File: src/rtl/alu_arbiter_pkg.sv
// alu_arbiter_pkg: opcode encodings, requester ids, payload structs and the
// legal-opcode check shared by the ALU arbiter and its issue sequencer.
package alu_arbiter_pkg;

    localparam int unsigned OP_W = 4;

    // ALU opcode encodings
    typedef enum logic [OP_W-1:0] {
        OP_ROL  = 4'b0000,
        OP_SLL  = 4'b0001,
        OP_ROR  = 4'b0010,
        OP_SRL  = 4'b0011,
        OP_ADD  = 4'b0100,
        OP_NAND = 4'b0101,
        OP_OR   = 4'b0110,
        OP_XOR  = 4'b0111,
        OP_SUB  = 4'b1000,
        OP_BTR  = 4'b1101
    } alu_op_e;

    // Requester id carried alongside an operation
    typedef enum logic {
        REQ0 = 1'b0,
        REQ1 = 1'b1
    } req_id_e;

    // ALU control bits travelling with an operation
    typedef struct packed {
        logic cin;
        logic inva;
        logic invb;
        logic sign;
    } alu_ctl_t;

    // ALU result flags
    typedef struct packed {
        logic ofl;
        logic zero;
        logic neg;
    } alu_flags_t;

    // Legal opcodes are the contiguous range ROL..SUB plus BTR
    function automatic logic op_legal(input logic [7:0] op);
        return (op <= 8'(OP_SUB)) || (op == 8'(OP_BTR));
    endfunction

endpackage

File: src/rtl/alu_arbiter_rr_arb2.sv
// rr_arb2: two-way grant with a round-robin "last winner" pointer.
// Build option ALU_ARB_PRIO0_EN: requester 0 always wins contention and the
// pointer register is not built.
// No grant is issued while rst or flush is asserted.
module rr_arb2 (
    input  logic       clk,
    input  logic       rst,
    input  logic       flush,
    input  logic [1:0] req,
    output logic [1:0] gnt
);

`ifdef ALU_ARB_PRIO0_EN

    // Clock is not needed without the pointer register
    logic w_unused_clk;
    assign w_unused_clk = clk;

    // Fixed priority: requester 0 first
    always_comb begin
        gnt = 2'b00;
        if (!rst && !flush) begin
            if (req[0]) begin
                gnt = 2'b01;
            end else if (req[1]) begin
                gnt = 2'b10;
            end
        end
    end

`else

    logic r_last;

    // Round-robin grant: under contention the requester other than last wins
    always_comb begin
        gnt = 2'b00;
        if (!rst && !flush) begin
            case (req)
                2'b01:   gnt = 2'b01;
                2'b10:   gnt = 2'b10;
                2'b11:   gnt = r_last ? 2'b01 : 2'b10;
                default: gnt = 2'b00;
            endcase
        end
    end

    // Pointer follows the winner; reset to 1 so requester 0 wins first contention
    always_ff @(posedge clk) begin
        if (rst) begin
            r_last <= 1'b1;
        end else if (|gnt) begin
            r_last <= gnt[1];
        end
    end

`endif

endmodule

File: src/rtl/alu_arbiter.sv
// alu_arbiter: two-requester arbiter and issue sequencer for the shared ALU.
// Grants one request per cycle, registers it into an issue stage driving the
// ALU, then registers the ALU result into a response stage tagged by requester.
// Build option ALU_ARB_PRIO0_EN selects fixed priority for requester 0.
module alu_arbiter
    import alu_arbiter_pkg::*;
#(
    parameter int unsigned WIDTH = 16,
    parameter int unsigned OPW   = 4
) (
    input  logic             clk,
    input  logic             rst,
    input  logic             flush,

    input  logic             req0_valid,
    output logic             req0_ready,
    input  logic [OPW-1:0]   req0_op,
    input  logic [WIDTH-1:0] req0_a,
    input  logic [WIDTH-1:0] req0_b,
    input  logic             req0_cin,
    input  logic             req0_inva,
    input  logic             req0_invb,
    input  logic             req0_sign,

    input  logic             req1_valid,
    output logic             req1_ready,
    input  logic [OPW-1:0]   req1_op,
    input  logic [WIDTH-1:0] req1_a,
    input  logic [WIDTH-1:0] req1_b,
    input  logic             req1_cin,
    input  logic             req1_inva,
    input  logic             req1_invb,
    input  logic             req1_sign,

    output logic [OPW-1:0]   alu_op,
    output logic [WIDTH-1:0] alu_a,
    output logic [WIDTH-1:0] alu_b,
    output logic             alu_cin,
    output logic             alu_inva,
    output logic             alu_invb,
    output logic             alu_sign,

    input  logic [WIDTH-1:0] alu_out,
    input  logic             alu_ofl,
    input  logic             alu_zero,
    input  logic             alu_neg,

    output logic             rsp0_valid,
    output logic             rsp1_valid,
    output logic [WIDTH-1:0] rsp_out,
    output logic             rsp_ofl,
    output logic             rsp_zero,
    output logic             rsp_neg,
    output logic             rsp_err
);

    logic [1:0]       w_req;
    logic [1:0]       w_gnt;
    logic             w_any_gnt;
    logic [OPW-1:0]   w_sel_op;
    logic [WIDTH-1:0] w_sel_a;
    logic [WIDTH-1:0] w_sel_b;
    alu_ctl_t         w_sel_ctl;
    req_id_e          w_sel_id;
    logic             w_rsp_take;

    logic             r_iv;
    req_id_e          r_id;
    logic             r_err;
    logic [OPW-1:0]   r_op;
    logic [WIDTH-1:0] r_a;
    logic [WIDTH-1:0] r_b;
    alu_ctl_t         r_ctl;

    logic             r_rsp0_v;
    logic             r_rsp1_v;
    logic [WIDTH-1:0] r_rsp_out;
    alu_flags_t       r_rsp_flags;
    logic             r_rsp_err;

    assign w_req     = {req1_valid, req0_valid};
    assign w_any_gnt = |w_gnt;

    rr_arb2 u_rr_arb2 (
        .clk   (clk),
        .rst   (rst),
        .flush (flush),
        .req   (w_req),
        .gnt   (w_gnt)
    );

    assign req0_ready = w_gnt[0];
    assign req1_ready = w_gnt[1];

    // Select the winning requester's operation
    always_comb begin
        w_sel_id  = REQ0;
        w_sel_op  = req0_op;
        w_sel_a   = req0_a;
        w_sel_b   = req0_b;
        w_sel_ctl = '{cin: req0_cin, inva: req0_inva, invb: req0_invb, sign: req0_sign};
        if (w_gnt[1]) begin
            w_sel_id  = REQ1;
            w_sel_op  = req1_op;
            w_sel_a   = req1_a;
            w_sel_b   = req1_b;
            w_sel_ctl = '{cin: req1_cin, inva: req1_inva, invb: req1_invb, sign: req1_sign};
        end
    end

    // Issue stage: fields are zeroed when nothing is issued so the ALU sees zeros
    always_ff @(posedge clk) begin
        if (rst) begin
            r_iv  <= 1'b0;
            r_id  <= REQ0;
            r_err <= 1'b0;
            r_op  <= '0;
            r_a   <= '0;
            r_b   <= '0;
            r_ctl <= '0;
        end else if (w_any_gnt) begin
            r_iv  <= 1'b1;
            r_id  <= w_sel_id;
            r_err <= !op_legal(8'(w_sel_op));
            r_op  <= w_sel_op;
            r_a   <= w_sel_a;
            r_b   <= w_sel_b;
            r_ctl <= w_sel_ctl;
        end else begin
            r_iv  <= 1'b0;
            r_id  <= REQ0;
            r_err <= 1'b0;
            r_op  <= '0;
            r_a   <= '0;
            r_b   <= '0;
            r_ctl <= '0;
        end
    end

    assign alu_op   = r_op;
    assign alu_a    = r_a;
    assign alu_b    = r_b;
    assign alu_cin  = r_ctl.cin;
    assign alu_inva = r_ctl.inva;
    assign alu_invb = r_ctl.invb;
    assign alu_sign = r_ctl.sign;

    // A flush at the edge drops the operation currently in the issue stage
    assign w_rsp_take = r_iv && !flush;

    // Response stage: one-cycle pulse per requester, shared bus holds when idle
    always_ff @(posedge clk) begin
        if (rst) begin
            r_rsp0_v    <= 1'b0;
            r_rsp1_v    <= 1'b0;
            r_rsp_out   <= '0;
            r_rsp_flags <= '0;
            r_rsp_err   <= 1'b0;
        end else begin
            r_rsp0_v <= w_rsp_take && (r_id == REQ0);
            r_rsp1_v <= w_rsp_take && (r_id == REQ1);
            if (w_rsp_take) begin
                r_rsp_err <= r_err;
                if (r_err) begin
                    r_rsp_out   <= '0;
                    r_rsp_flags <= '0;
                end else begin
                    r_rsp_out   <= alu_out;
                    r_rsp_flags <= '{ofl: alu_ofl, zero: alu_zero, neg: alu_neg};
                end
            end
        end
    end

    assign rsp0_valid = r_rsp0_v;
    assign rsp1_valid = r_rsp1_v;
    assign rsp_out    = r_rsp_out;
    assign rsp_ofl    = r_rsp_flags.ofl;
    assign rsp_zero   = r_rsp_flags.zero;
    assign rsp_neg    = r_rsp_flags.neg;
    assign rsp_err    = r_rsp_err;

endmodule

File: config.mk
export PLATFORM = sky130hd
export DESIGN_NAME = alu_arbiter
export DESIGN_NICKNAME = d
export VERILOG_FILES = /design/src/rtl/alu_arbiter_pkg.sv /design/src/rtl/alu_arbiter_rr_arb2.sv /design/src/rtl/alu_arbiter.sv
export SDC_FILE = /design/constraint.sdc
export NUM_CORES = 1
export LEC_CHECK = 0
export CAP_MARGIN = 20
export CORE_MARGIN = 2
export CORE_UTILIZATION = 32
export DETAILED_ROUTE_END_ITERATION = 10
export PLACE_DENSITY_LB_ADDON = 0.08
export SLEW_MARGIN = 5
export SYNTH_ARGS = -nofsm -noshare
export SYNTH_HDL_FRONTEND = slang
export SYNTH_SLANG_ARGS = --single-unit
File: constraint.sdc
create_clock -name clk -period 1.1 [get_ports clk]
set_clock_uncertainty 0.1 [all_clocks]
set_input_delay 0.33 -clock clk [delete_from_list [all_inputs] [get_ports clk]]
set_output_delay 0.33 -clock clk [all_outputs]
set_load 0.01 [all_outputs]
Yosys cells after proc, flatten, opt, wreduce, memory -nomap -nowiden
Cells that the tools add are included.
- register bits after elaboration: 66
- bits of input ports: 104
- word-level logic and storage cells: 46
- output and inout bits: 64
- $lt $le $gt $ge: 1
- equal/unequal tests: 4
- bitwise logic cells: 2
- reduce and logical (&&, ||, !) cells: 10
- muxes and demuxes: 11
- operators with widths (operator ; count):
    16-bit 2-to-1 mux ; 3
    4-bit 2-to-1 mux ; 2
    2-bit case mux with 3 select lines ; 1
    2-bit == test, second input constant ; 2
    4-bit == test, second input constant ; 1
    4-bit <= comparator, second input constant ; 1
    1-bit logical AND ; 4
    2-bit 2-to-1 mux ; 2
    2-bit OR reduction ; 2
    1-bit logical NOT ; 3
    3-bit 2-to-1 mux ; 1
    2-bit by 1-bit == test with 1-bit output, second input constant ; 1
    1-bit 2-to-1 mux ; 2
    1-bit inverter ; 2
    1-bit logical OR ; 1

Depth between registers and ports, before layout
Gate-level depths: netlist of the first run.
- depth after elaboration: 7
- depth in mapped cells: 5
- gate-level depth less buffers: 3

Hierarchy
Synthesis of the first run repeated with hierarchy kept, for this count alone.
- cells, all modules: 244
- area, all modules: 2452.4 µm²
- by module, submodules not included (module ; times used ; sequential area each (µm²) ; cells each ; area an instance (µm²)):
    alu_arbiter ; 1 ; 1301.2 ; 235 ; 2387.3
    rr_arb2 ; 1 ; 20.0 ; 9 ; 65.1

Least setup slack after synthesis of the first run
OpenSTA, ideal clock, no wires.
- path type: input to output
- from: input port flush
- to: output port req1_ready
- path buffers: 0
- data required time: 0.670 ns
- stages on the path: 2
- setup slack: -0.162 ns
- arrival time: 0.832 ns
- cell sequence: or2_1 nor2_1
- longest elaborated chain between the ends: 3
- RTL lines (item ; RTL line ; source):
    start: declaration ; alu_arbiter.sv:13 ; input logic flush,
    1-bit logical NOT ; alu_arbiter_rr_arb2.sv:38 ; if (!rst && !flush) begin
    1-bit logical AND ; alu_arbiter_rr_arb2.sv:38 ;
    2-bit 2-to-1 mux ; alu_arbiter_rr_arb2.sv:38 ;
    end: declaration ; alu_arbiter.sv:26 ; output logic req1_ready,
No other way between the ends.

Worst setup path after layout of the first run
- from: register u_rr_arb2.r_last
- to: output port req1_ready
- longest elaborated chain between the ends: 3
- RTL lines (item ; RTL line ; source):
    start: declaration ; alu_arbiter_rr_arb2.sv:33 ; logic r_last;
    start signal: assignment ; alu_arbiter_rr_arb2.sv:53 ; r_last <= gnt[1];
    2-bit 2-to-1 mux ; alu_arbiter_rr_arb2.sv:42 ; 2'b11: gnt = r_last ? 2'b01 : 2'b10;
    2-bit case mux with 3 select lines ; alu_arbiter_rr_arb2.sv:39 ; case (req)
    2-bit 2-to-1 mux ; alu_arbiter_rr_arb2.sv:38 ;
No other way between the ends.

==> results of run 1 <==
[cell usage in the layout, fill, tap and decap left out, drive strengths merged, types with 2 or more instances in the layout]
master           n
a21oi           59
and3             2
buf            111
bufinv           2
clkbuf          13
clkdlybuf4s50   99
dfxtp           66
nand2           22
nand2b           3
nand3           39
nand3b          19
nor2             7
o21ai           40
xor2             2
[routing by layer]
layer  vias up  wire length [um]
met5         -                 0
met4         0               238
met3        19               747
met2       121              5220
met1      1406              4190
li1       1434                 -
[critical path, delay by kind of cell, from the launching register on]
kind,cells,cell delay (ns)
and+or+nand+nor,1,0.10
buffers and inverters,1,0.11
AOI/OAI and AO/OA,1,0.24
DFF,1,0.36
[repair_timing]
item                                    in CTS  in global routing
pin swaps                                   58                 32
endpoints found under the setup margin     130                129
gates resized for setup                    413                119
cloned                                       8                  0
buffers inserted                            13                 10
hold buffers                                 0                  0
[synthesized netlist by cell type, types with 3 or more instances]
library cell   n  share of area [%]
dfxtp_1       66                 52
a21oi_1       59                 12
nand3_1       39                7.7
o21ai_1       39                7.7
nand2_1       22                3.2
buf_2         19                3.7
nand3b_1      19                5.6
clkbuf_1       7                1.0
nor2_1         6               0.89
nand2b_1       3               0.74
[path summary, 6_finish.rpt]
check,start,to,slack [ns]
setup reg to reg,u_rr_arb2.r_last$_SDFFE_PP1P_,r_err$_SDFF_PP0_,-0.45
hold / removal,rst,u_rr_arb2.r_last$_SDFFE_PP1P_,0.20
hold reg to reg,r_id$_SDFF_PP0_,rsp0_valid$_SDFF_PP0_,0.32
setup / recovery,u_rr_arb2.r_last$_SDFFE_PP1P_,req1_ready,-0.48
[per-stage QoR]
stage	utilization (%)	TNS [ns]	hold WS (ns)	power, mW
floorplan	-	-1.56	0.282	2.95
global placement	58.3	-72.53	0.292	3.59
detailed placement	58.3	-73.44	0.299	3.60
CTS	68.0	-21.74	0.169	6.12
global route	73.7	-23.66	0.197	6.53
finish	73.7	-19.46	0.196	6.28
[cell families (layout without fill, tap and decap cells)]
group,after synthesis,after routing,synth area share [%]
AO/OA/AOI/OAI,104,104,21.7
AND/OR/NAND/NOR,94,94,19.4
flip-flops,66,66,52.0
buffers and inverters,29,228,5.81
XOR/XNOR,2,2,0.689
multiplexers,1,1,0.394
[power breakdown]
part / switching (mW) / leakage, nW / internal (mW) / total, mW
combinational: 0.636 / 1.43 / 0.827 / 1.46
clock: 0.895 / 0.110 / 1.39 / 2.29
sequential: 0.0410 / 0.558 / 2.49 / 2.53
total: 1.57 / 2.10 / 4.70 / 6.28
[final cells by class]
| class | instances | area share, % |
|---|---|---|
| clock inverter | 2 | 1.05 |
| sequential | 66 | 24.2 |
| timing repair buffer | 212 | 39.7 |
| clock buffer | 13 | 2.79 |
| multi-input combinational | 201 | 30.0 |
| tap | 102 | 2.24 |
| inverter | 1 | 0.0659 |
[sequential cells by signal (all words and copies together), names as in the netlist]
register          flops
alu_invb              1
rsp_ofl               1
u_rr_arb2.r_last      1
alu_a                16
rsp_err               1
alu_sign              1
rsp_out              16
alu_inva              1
rsp0_valid            1
alu_op                4
alu_cin               1
rsp_zero              1
r_err                 1
r_iv                  1
rsp_neg               1
rsp1_valid            1
alu_b                16
r_id                  1
==> results.py, run 1 <==
metrics = {
    "critical_path": {
        "critPathArrivalTime_ns": 1.15,
        "start_kind": "flip-flop",
        "crit_chain": "a21bo_4 > nor2_4 > buf_6",
        "endpoint_kind": "primary output",
        "crit_type": "reg -> out",
        "worstPathRequired_ns": 0.67,
        "cp_slowest_stage_delay_ns": 0.36,
        "crit_fanout": 3,
        "r2r_cells": 5,
        "crit_path_top_delay_cell": "dfxtp_4",
    },
    "run": {
        "cap_violations": 0,
    },
    "drt": {
        "routedWlPerCell_um": 17.4,
        "drt-initial-drc-count": 105,
        "first_pass_iters": 4,
        "wirelength_um": 10400,
        "avgViaCountPerCell": 4.99,
        "antenna_left": 0,
        "drcViolationCount": 0,
        "num_vias": 2980,
    },
    "floorplan": {
        "start_util_pct": 32.9,
        "die_w_um": 93.1,
        "core_area_um2": 7730,
        "die_h_um": 93.1,
        "io_pins": 168,
        "floorplan.die_area_um2": 8670,
        "num_rows": 32,
    },
    "worst_hold_path": {
        "hold_path.class": "in -> reg",
        "hold_path_depth": 2,
    },
    "outcome": {
        "violations": "negative setup slack",
        "outcome": "finished with violations",
    },
    "global_routing": {
        "grt_pass1_wl_um": 15300,
        "grt-ovfl-total": 0,
        "grt_max_degree": 41,
        "grt_usage_pct": 22.6,
        "grt_pass1_vias": 3057,
        "grtUsageMet2_pct": 38.8,
        "use_met3_pct": 6.93,
        "antenna_found_initial": 0,
        "met1_usage_pct": 26.1,
        "grt-busiest-layer": "met2",
    },
    "sta": {
        "drv_slew": 0,
        "slew-limit-headroom_pct": 51.6,
        "worst_slack_ns": -0.480,
        "final.period_utilization_pct": 144,
        "final_hold_viol_count": 0,
        "min_period_ns": 1.58,
        "tightest_slew_ns": 0.725,
        "rsz0062_at_grt": "true",
        "setup_viol": 107,
        "fmax_mhz": 633,
    },
    "clock_network": {
        "cts_htree_levels": 3,
        "cts_tree": "yes",
        "clk_latency_ns": 0.34,
        "cts_buffer_depth": 2,
        "clk_pin_slew_ns": 0.08,
        "cts_inserted_buffers": 9,
        "cts_sinks": 66,
        "clockRootBuffer": "clkbuf_8",
    },
    "power_and_ir_drop": {
        "powerDensity_nw_per_um2": 1100,
        "vdd_drop_max_uv": 797,
        "power_leakage_nw": 2.10,
    },
    "finish": {
        "layout-drive-gt1-share_pct": 57.6,
        "multi_input_area_um2": 1710,
        "nFillCells": 552,
        "diodes": 0,
        "synthToLayoutAreaGrowth_pct": 124,
        "finish.net_count": 595,
        "regArea_um2": 1380,
        "final_cell_area_um2": 5700,
        "fin_cells": 597,
    },
    "synth": {
        "avgSynthCellArea_um2": 8.59,
        "synth_seq_cells": 66,
        "async_flop_share_pct": 0,
        "syn-cell-area_um2": 2540,
        "postSynthCellCount": 296,
        "ys_seq_area_share_pct": 52.0,
        "synth_fp_nets": 400,
        "synthDistinctLibCells": 24,
        "synth-edff-count": 0,
        "ys.flop_type": "dfxtp_1",
        "yosysWarnings": 0,
    },
    "placed_design": {
        "hpwlAfterDp_um": 5750,
        "portBuffers": 167,
        "placed_cells": 561,
        "dp_slack_ns": -1.12,
        "placed_area_um2": 4500,
        "gp_congestion": 0.755,
    },
}
No activity file was read; power rests on OpenSTA's default activity.
==> inputs of run 2 (changes only) <==
- RECOVER_POWER: unset -> 25
==> run 2 against run 1 <==
  * The run still ends with negative setup slack left
  * Global-route usage unchanged
  * Sequential share of layout area rose by 0.053 points
  * Critical path depth unchanged
  * Design area fell by 0.22%
  * Sequential cell count is the same
  * Count of clock-buffer cells in the layout did not move
  * Worst setup slack gained 0.0014 ns
  * Die area unchanged
  * First-iteration DRC count is 5.7% lower
  * Cell count is the same
  * Total power fell by 0.12%
  * Routed wire length barely moved
  * Largest cell class unchanged
==> results.py, run 2 (same netlist as run 1, synthesis figures left out) <==
metrics = {
    "finish": {
        "layout-drive-gt1-share_pct": 57.6,
        "fin_util_pct": 73.5,
        "finish.net_count": 595,
        "final_cell_mix": "99 x clkdlybuf4s50_1, 59 x buf_6, 43 x dfxtp_2",
        "synthToLayoutAreaGrowth_pct": 124,
        "fin_cells": 597,
        "nFillCells": 554,
        "final_common_cell": "clkdlybuf4s50_1",
        "diodes": 0,
    },
    "floorplan": {
        "floorplan.die_area_um2": 8670,
        "num_rows": 32,
        "core_area_um2": 7730,
        "io_pins": 168,
        "die_w_um": 93.1,
        "start_util_pct": 32.9,
        "die_h_um": 93.1,
    },
    "clock_network": {
        "clk_pin_slew_ns": 0.08,
        "cts_htree_levels": 3,
        "clockRootBuffer": "clkbuf_8",
        "cts_hold_buffers": 0,
        "cts_inserted_buffers": 9,
        "cts_sinks": 66,
        "cts_tree": "yes",
        "cts_buffer_depth": 2,
        "clk_latency_ns": 0.34,
    },
    "sta": {
        "tightest_slew_ns": 0.725,
        "drv_slew": 0,
        "final.period_utilization_pct": 144,
        "setup_viol": 107,
        "slew-limit-headroom_pct": 51.7,
        "worst_slack_ns": -0.479,
        "fmax_mhz": 633,
        "min_period_ns": 1.58,
        "rsz0062_at_grt": "true",
        "fin_worst_hold_slack_ns": 0.197,
        "final_hold_viol_count": 0,
        "tns_ns": -19.45,
    },
    "critical_path": {
        "crit_fanout": 3,
        "crit_path_top_delay_cell": "dfxtp_4",
        "endpoint_kind": "primary output",
        "worstPathRequired_ns": 0.67,
        "critPathArrivalTime_ns": 1.15,
        "crit_chain": "a21bo_4 > nor2_4 > buf_6",
        "cp_slowest_stage_delay_ns": 0.36,
        "crit_type": "reg -> out",
        "start_kind": "flip-flop",
    },
    "placed_design": {
        "portBuffers": 167,
        "hpwlAfterDp_um": 5750,
        "gp_congestion": 0.755,
        "placed_cells": 561,
    },
    "drt": {
        "routedWlPerCell_um": 17.4,
        "wirelength_um": 10400,
        "num_vias": 2976,
        "avgViaCountPerCell": 4.98,
        "drcViolationCount": 0,
        "first_pass_iters": 4,
        "drt-initial-drc-count": 99,
        "antenna_left": 0,
    },
    "global_routing": {
        "met1_usage_pct": 26.1,
        "grtUsageMet2_pct": 38.8,
        "grt_max_degree": 41,
        "grt-busiest-layer": "met2",
        "grt_pass1_vias": 3057,
        "use_met3_pct": 6.93,
        "grt_pass1_wl_um": 15300,
        "grt_usage_pct": 22.6,
        "grt-ovfl-total": 0,
        "antenna_found_initial": 0,
    },
    "run": {
        "cap_violations": 0,
    },
    "outcome": {
        "outcome": "finished with violations",
        "violations": "negative setup slack",
    },
    "worst_hold_path": {
        "hold_path.class": "in -> reg",
    },
    "power_and_ir_drop": {
        "power_leakage_nw": 2.10,
        "powerDensity_nw_per_um2": 1100,
        "power.total_mw": 6.27,
        "vdd_drop_max_uv": 797,
    },
}
## run 2: worst paths after layout
check,cells after the start,start,end,slack [ns]
worst min register to register,1,r_id$_SDFF_PP0_,rsp0_valid$_SDFF_PP0_,0.31
worst max register to register,5,u_rr_arb2.r_last$_SDFFE_PP1P_,r_err$_SDFF_PP0_,-0.45
worst min-delay path,2,rst,u_rr_arb2.r_last$_SDFFE_PP1P_,0.20
worst max-delay path,3,u_rr_arb2.r_last$_SDFFE_PP1P_,req1_ready,-0.48
## run 2: layout make-up
cell class / count / area [um^2] / area share, %
Tap cell: 102 / 128 / 2.25
Sequential cell: 66 / 1380 / 24.3
Clock inverter: 2 / 60.1 / 1.06
Timing Repair Buffer: 212 / 2250 / 39.5
Clock buffer: 13 / 159 / 2.80
Inverter: 1 / 3.75 / 0.0661
Multi-Input combinational cell: 201 / 1710 / 30.0
## run 2: routing by layer
metal,part of all wire (%),up-vias
met5,0,-
met4,2.3,0
met3,7.1,19
met2,50,117
met1,40,1406
li1,-,1434
## run 2: repair_timing
action,in CTS,in global routing
endpoints found under the setup margin,130,129
pin swaps,58,32
gates resized for setup,413,119
buffers inserted,13,10
cloned,8,0
## run 2: worst max-delay path, delay by kind of cell (launching register included)
| family | cells | cell delay (ns) |
|---|---|---|
| AO/OA/AOI/OAI | 1 | 0.23 |
| flip-flops | 1 | 0.36 |
| buffers and inverters | 1 | 0.11 |
| AND/OR/NAND/NOR | 1 | 0.10 |
## run 2: through the flow
step	worst slack, ns	area [um^2]
floorplan	-0.0557	2680
global placement	-1.11	4500
detailed placement	-1.12	4500
CTS	-0.435	5250
global route	-0.525	5680
finish	-0.479	5680
## run 2: report_power, final
| part | switching (mW) | internal [mW] | total (mW) |
|---|---|---|---|
| clock network | 0.895 | 1.39 | 2.29 |
| logic | 0.634 | 0.822 | 1.46 |
| registers | 0.0411 | 2.49 | 2.53 |
